==> src/rtl/muldiv_ctrl_pkg.sv <==
`default_nettype none
// ============================================================================
//  Module   : muldiv_ctrl_pkg
//  Desc     : Shared ALU op encodings and HI/LO controller state encodings.
//  Revision : 1.0  initial release
// ============================================================================
package muldiv_ctrl_pkg;

  localparam logic [7:0] EXE_MULT_OP  = 8'b0001_1000;
  localparam logic [7:0] EXE_MULTU_OP = 8'b0001_1001;
  localparam logic [7:0] EXE_DIV_OP   = 8'b0001_1010;
  localparam logic [7:0] EXE_DIVU_OP  = 8'b0001_1011;

  localparam logic [1:0] ST_IDLE_ENC = 2'd0;
  localparam logic [1:0] ST_BUSY_ENC = 2'd1;
  localparam logic [1:0] ST_DONE_ENC = 2'd2;

  typedef enum logic [1:0] {
    IDLE = ST_IDLE_ENC,
    BUSY = ST_BUSY_ENC,
    DONE = ST_DONE_ENC
  } state_t;

  function automatic logic is_div_op(input logic [7:0] op);
    return (op == EXE_DIV_OP) || (op == EXE_DIVU_OP);
  endfunction

endpackage
`default_nettype wire

==> src/rtl/muldiv_ctrl_div_iter.sv <==
`default_nettype none
// ============================================================================
//  Module   : div_iter
//  Desc     : Radix-2 restoring divider datapath, one quotient bit per step.
//  Revision : 1.0  initial release
// ============================================================================
module div_iter #(
  parameter int WIDTH = 32
) (
  input  logic             clk,
  input  logic             rst,
  input  logic             start,
  input  logic             step,
  input  logic [WIDTH-1:0] dividend,
  input  logic [WIDTH-1:0] divisor,
  output logic [WIDTH-1:0] quotient,
  output logic [WIDTH-1:0] remainder,
  output logic             ready
);

  localparam int CW = $clog2(WIDTH + 1);

  logic [WIDTH-1:0] r_rem;
  logic [WIDTH-1:0] r_quo;
  logic [WIDTH-1:0] r_div;
  logic [CW-1:0]    r_count;

  logic [WIDTH:0]   w_shift;
  logic [WIDTH-1:0] w_sub;
  logic             w_fits;

  // The dividend shifts out of r_quo's MSB while quotient bits enter its LSB.
  assign w_shift = {r_rem, r_quo[WIDTH-1]};
  assign w_fits  = (w_shift >= {1'b0, r_div});
  assign w_sub   = w_shift[WIDTH-1:0] - r_div;

  always_ff @(posedge clk) begin
    if (rst) begin
      r_rem   <= '0;
      r_quo   <= '0;
      r_div   <= '0;
      r_count <= '0;
    end else if (start) begin
      r_rem   <= '0;
      r_quo   <= dividend;
      r_div   <= divisor;
      r_count <= '0;
    end else if (step) begin
      r_rem   <= w_fits ? w_sub : w_shift[WIDTH-1:0];
      r_quo   <= {r_quo[WIDTH-2:0], w_fits};
      r_count <= r_count + CW'(1);
    end
  end

  assign quotient  = r_quo;
  assign remainder = r_rem;
  assign ready     = step && (r_count == CW'(WIDTH - 1));

endmodule
`default_nettype wire

==> src/rtl/muldiv_ctrl.sv <==
`default_nettype none
// ============================================================================
//  Module   : muldiv_ctrl
//  Desc     : E-stage HI/LO controller: 1-cycle MULT/MULTU, iterative DIV/DIVU.
//  Revision : 1.0  initial release
// ============================================================================
module muldiv_ctrl
  import muldiv_ctrl_pkg::*;
#(
  parameter int WIDTH = 32
) (
  input  logic             clk,
  input  logic             rst,
  input  logic [7:0]       alucontrolE,
  input  logic [WIDTH-1:0] srcaE,
  input  logic [WIDTH-1:0] srcbE,
  input  logic             flushE,
  output logic             stall_divE,
  output logic             hilo_weE,
  output logic [WIDTH-1:0] hiE,
  output logic [WIDTH-1:0] loE,
  output logic             busyE
);

  state_t           r_state;
  logic             r_neg_q;
  logic             r_neg_r;
  logic             r_div_zero;
  logic [WIDTH-1:0] r_raw_a;

  logic             w_is_mul;
  logic             w_is_sdiv;
  logic             w_is_div;
  logic             w_neg_a;
  logic             w_neg_b;
  logic [WIDTH-1:0] w_abs_a;
  logic [WIDTH-1:0] w_abs_b;
  logic             w_start;
  logic             w_step;
  logic             w_ready;
  logic [WIDTH-1:0] w_quo;
  logic [WIDTH-1:0] w_rem;
  logic [WIDTH-1:0] w_q_fix;
  logic [WIDTH-1:0] w_r_fix;
  logic [2*WIDTH-1:0] w_mul_a;
  logic [2*WIDTH-1:0] w_mul_b;
  logic [2*WIDTH-1:0] w_prod;

  assign w_is_mul  = (alucontrolE == EXE_MULT_OP) || (alucontrolE == EXE_MULTU_OP);
  assign w_is_sdiv = (alucontrolE == EXE_DIV_OP);
  assign w_is_div  = is_div_op(alucontrolE);

  // One 2W-bit multiplier serves both forms; sign extension selects MULT.
  assign w_mul_a = {{WIDTH{(alucontrolE == EXE_MULT_OP) & srcaE[WIDTH-1]}}, srcaE};
  assign w_mul_b = {{WIDTH{(alucontrolE == EXE_MULT_OP) & srcbE[WIDTH-1]}}, srcbE};
  assign w_prod  = w_mul_a * w_mul_b;

  assign w_neg_a = w_is_sdiv & srcaE[WIDTH-1];
  assign w_neg_b = w_is_sdiv & srcbE[WIDTH-1];
  assign w_abs_a = w_neg_a ? -srcaE : srcaE;
  assign w_abs_b = w_neg_b ? -srcbE : srcbE;

  assign w_start = (r_state == IDLE) && !flushE && w_is_div;
  assign w_step  = (r_state == BUSY) && !flushE;

  div_iter #(
    .WIDTH (WIDTH)
  ) u_div_iter (
    .clk       (clk),
    .rst       (rst),
    .start     (w_start),
    .step      (w_step),
    .dividend  (w_abs_a),
    .divisor   (w_abs_b),
    .quotient  (w_quo),
    .remainder (w_rem),
    .ready     (w_ready)
  );

  // The remainder follows the dividend's sign; the quotient is negated on mixed signs.
  assign w_q_fix = r_neg_q ? -w_quo : w_quo;
  assign w_r_fix = r_neg_r ? -w_rem : w_rem;

  always_ff @(posedge clk) begin
    if (rst) begin
      r_state    <= IDLE;
      r_neg_q    <= 1'b0;
      r_neg_r    <= 1'b0;
      r_div_zero <= 1'b0;
      r_raw_a    <= '0;
    end else if (flushE) begin
      r_state <= IDLE;
    end else begin
      case (r_state)
        IDLE: begin
          if (w_is_div) begin
            r_neg_q    <= w_neg_a ^ w_neg_b;
            r_neg_r    <= w_neg_a;
            r_div_zero <= (srcbE == '0);
            r_raw_a    <= srcaE;
            r_state    <= (srcbE == '0) ? DONE : BUSY;
          end
        end
        BUSY: begin
          if (w_ready) begin
            r_state <= DONE;
          end
        end
        DONE:    r_state <= IDLE;
        default: r_state <= IDLE;
      endcase
    end
  end

  always_comb begin
    stall_divE = 1'b0;
    hilo_weE   = 1'b0;
    hiE        = '0;
    loE        = '0;
    if (!flushE) begin
      case (r_state)
        IDLE: begin
          if (w_is_mul) begin
            hilo_weE   = 1'b1;
            {hiE, loE} = w_prod;
          end else if (w_is_div) begin
            stall_divE = 1'b1;
          end
        end
        BUSY: stall_divE = 1'b1;
        DONE: begin
          hilo_weE = 1'b1;
          hiE      = r_div_zero ? r_raw_a : w_r_fix;
          loE      = r_div_zero ? '1 : w_q_fix;
        end
        default: stall_divE = 1'b0;
      endcase
    end
  end

  assign busyE = (r_state == BUSY);

endmodule
`default_nettype wire

==> config.mk <==
export PLATFORM = sky130hd
export DESIGN_NAME = muldiv_ctrl
export DESIGN_NICKNAME = d
export VERILOG_FILES = /design/src/rtl/muldiv_ctrl_pkg.sv /design/src/rtl/muldiv_ctrl_div_iter.sv /design/src/rtl/muldiv_ctrl.sv
export SDC_FILE = /design/constraint.sdc
export NUM_CORES = 2
export LEC_CHECK = 0
export CAP_MARGIN = 10
export CORE_UTILIZATION = 60
export CTS_BUF_LIST = sky130_fd_sc_hd__clkbuf_16
export DETAILED_ROUTE_END_ITERATION = 6
export PLACE_DENSITY = 0.82
export SYNTH_ARGS = -nofsm -noshare
export SYNTH_HDL_FRONTEND = slang
export SYNTH_SLANG_ARGS = --single-unit
export TNS_END_PERCENT = 10
==> constraint.sdc <==
create_clock -name clk -period 10.58 [get_ports clk]
set_input_delay 1.058 -clock clk [delete_from_list [all_inputs] [get_ports clk]]
set_output_delay 1.058 -clock clk [all_outputs]
set_load 0.02 [all_outputs]
==> metrics.txt <==
Max FO, Critical Path=5; routed wire length=151000 um; r2r endpoint=u_div_iter.remainder[13]$_SDFFE_PP0P_; Core ar.=80500 um2; GPL Wtd Cong=1.01; min cycle time layout=10570 ps; Site Rows=104; CP max stage delay=580 ps; Placed Cells=7032; adder-cell share of the synthesized area=52.5%; Die X=287 um; Die Area=82600 um2; CTS Buf Count=17; crit path launch type=primary input; share of layout cells above drive strength 1=10.7%; initial antenna violation count=9; clk root buf=clkbuf_16; routed len/inst=21.3 um; clk buf depth=2; Slew Viols, Final=0; RSZ-0062 raised after global routing=yes; H-tree Lvls=4; Clock Skews=8.64 ps; DRT antenna net count=0; Syn-to-layout area delta=12.6%; Worst R2R Setup Slack=6430 ps; critical path endpoint=hiE[27]; maximum clock frequency=94.6 MHz; clock sinks=139; flip-flop and latch area=2780 um2; Post-synth EDFFs=0; top area cells in the synthesized netlist=fa_1 (46%), inv_1 (9.2%), nand2_1 (7.6%); first-pass GRT wire length=239000 um; DRC errors left=0; Hold Path Class=register to register; Seq/Total Area, Yosys=5.70%; hold buffers post-CTS=0; Reg-to-Reg Start=u_div_iter.r_div[4]$_SDFFE_PP0P_; total track usage=37.7%; area of the multi-input gates=40600 um2; cell taking the most area after synthesis=fa_1; number of port buffers=141; most frequent cells in the layout=inv_1 (1190), fa_1 (1118), nand2_1 (991); Max Cap Viol=0; Filler cells=6218; Avg Inst Size Synth=8.44 um2; simple-gate share of the synthesized area=16.4%; status=complete, no violations; largest net degree at the start of global routing=78; Slew headroom=25.2%; Vias/cell=5.92; global route overflow=0; Main synth FF type=dfxtp_1; CP dominant cell by count=fa_1; Post-synth ARST share=0%; initial core utilization=60.6%; commonest non-fill, non-tap cell in the layout=inv_1; Hold Vio Cnt, Final=0; vias in the first global route=44679; Starting DRT DRC Count=4013; Non-Filler Instances=7082; cells on worst reg2reg path=12; Mapped Nets=7237; Crit Path Class=primary input to output port; CP Launch Point=alucontrolE[4]; Clock Pin Slew Worst Setup and Hold Paths=70 ps; io pins=142; DR pass1 iterations=6; largest family of logic cells by synthesized area=adder cells; CTS tree=done; via count of the routed design=41950; register bit total from synthesis=139; Crit-path slowest cell=fa_1; CP endpoint kind=output port; Mapped Area=48800 um2; mux cell area share after synthesis=0.574%; Ys Warns=0; Mapped Cells=5787; DPL Wire Length=121000 um; Worst-Skew Late Latency=440 ps; post-synthesis compound-gate area fraction=8.67%; Yosys cell types=72; Crit path arrival time=9520 ps; final worst path period share=99.9%; worst path required time=9520 ps; Die H=287 um; count of final setup violators=0; Post-Synth XOR/XNOR Area=3.89%; Yosys top cell area share=46.1%; nets=7452; actual transition at the worst max-transition pin=1120 ps
==> Yosys cell counts (13+ instances only) <==
master / n
fa_1: 1126
nor3_1: 65
nand4_1: 24
a21oi_1: 212
o211ai_1: 13
nor2_1: 198
buf_1: 72
ha_1: 249
a31oi_1: 15
o21ai_0: 168
nand2_1: 995
o41ai_1: 20
nor4_1: 16
mux2i_1: 28
o31ai_1: 34
clkbuf_1: 306
a211oi_1: 44
nand3_1: 46
a221oi_1: 32
xnor2_1: 130
or3_1: 18
o22ai_1: 18
dfxtp_1: 139
or4_1: 20
inv_1: 1200
or2_2: 14
and2_1: 291
xor2_1: 87
a21o_1: 42
and3_1: 31
==> state kept, by name, indices dropped and copies added (netlist names) <==
register              flops
r_state                   2
r_raw_a                  32
r_div_zero                1
u_div_iter.r_count        6
r_neg_q                   1
u_div_iter.quotient      32
u_div_iter.r_div         32
u_div_iter.remainder     32
r_neg_r                   1
==> area by class of cell <==
type                       count  share of cell area (%)
clock buffer                  17                   0.774
clock inverter                14                   0.400
tap                         1060                    2.41
inverter                    1201                    8.21
sequential                   139                    5.06
timing repair buffer         581                    9.27
multi-input combinational   4062                    73.8
antenna                        8                  0.0364
==> routing by layer <==
layer | part of all wire [%] | up-vias | global-route usage (%)
met2 | 47 | 2465 | 61.5
met5 | 0.017 | - | 0
met3 | 10 | 620 | 6.24
met1 | 35 | 20992 | 46.7
met4 | 7.5 | 4 | 24.0
li1 | - | 17869 | -
==> timing repair <==
item                       CTS  global route
setup endpoints to repair   24            30
resized for setup           67           122
setup buffers                2             8
cloned                       0             1
pin swaps                    5            40
==> kinds of logic (layout without fill, tap and decap cells) <==
logic type,count (synthesis),after routing
compound gates,675,675
buf+inv,1586,1813
xor+xnor,217,217
other cells,0,8
fa+ha+maj,1375,1375
flops,139,139
simple gates,1767,1767
mux,28,28
==> worst min-delay path by stage <==
stage | from | end | slack (ps) | cells past startpoint
finish | r_raw_a[0]$_SDFFE_PP0P_ | r_raw_a[0]$_SDFFE_PP0P_ | 460 | 2
global route | r_raw_a[0]$_SDFFE_PP0P_ | r_raw_a[0]$_SDFFE_PP0P_ | 470 | 2
CTS | r_raw_a[30]$_SDFFE_PP0P_ | r_raw_a[30]$_SDFFE_PP0P_ | 450 | 2
detailed placement | r_raw_a[30]$_SDFFE_PP0P_ | r_raw_a[30]$_SDFFE_PP0P_ | 450 | 2
global placement | u_div_iter.r_div[19]$_SDFFE_PP0P_ | u_div_iter.r_div[19]$_SDFFE_PP0P_ | 440 | 2
floorplan | u_div_iter.r_div[19]$_SDFFE_PP0P_ | u_div_iter.r_div[19]$_SDFFE_PP0P_ | 430 | 2
==> stage by stage <==
step	hold WS [ps]	util [%]	area, um2	worst slack [ps]	TNS (ps)
finish	456	68.3	55000	5.43	0
global route	469	68.3	55000	-214	-1130
CTS	455	67.7	54500	-123	-177
detailed placement	446	66.8	53800	-814	-11170
global placement	440	66.8	53800	-638	-8860
floorplan	432	-	48900	108	0
==> critical path: cells and delay by family <==
kind,cells,cell delay (ps)
fa+ha+maj,9,4280
compound gates,8,1470
simple gates,6,1000
buf+inv,11,1690
Power is not shown: default switching activity piles up to over one toggle a cycle in this logic, so the estimate is an artifact.
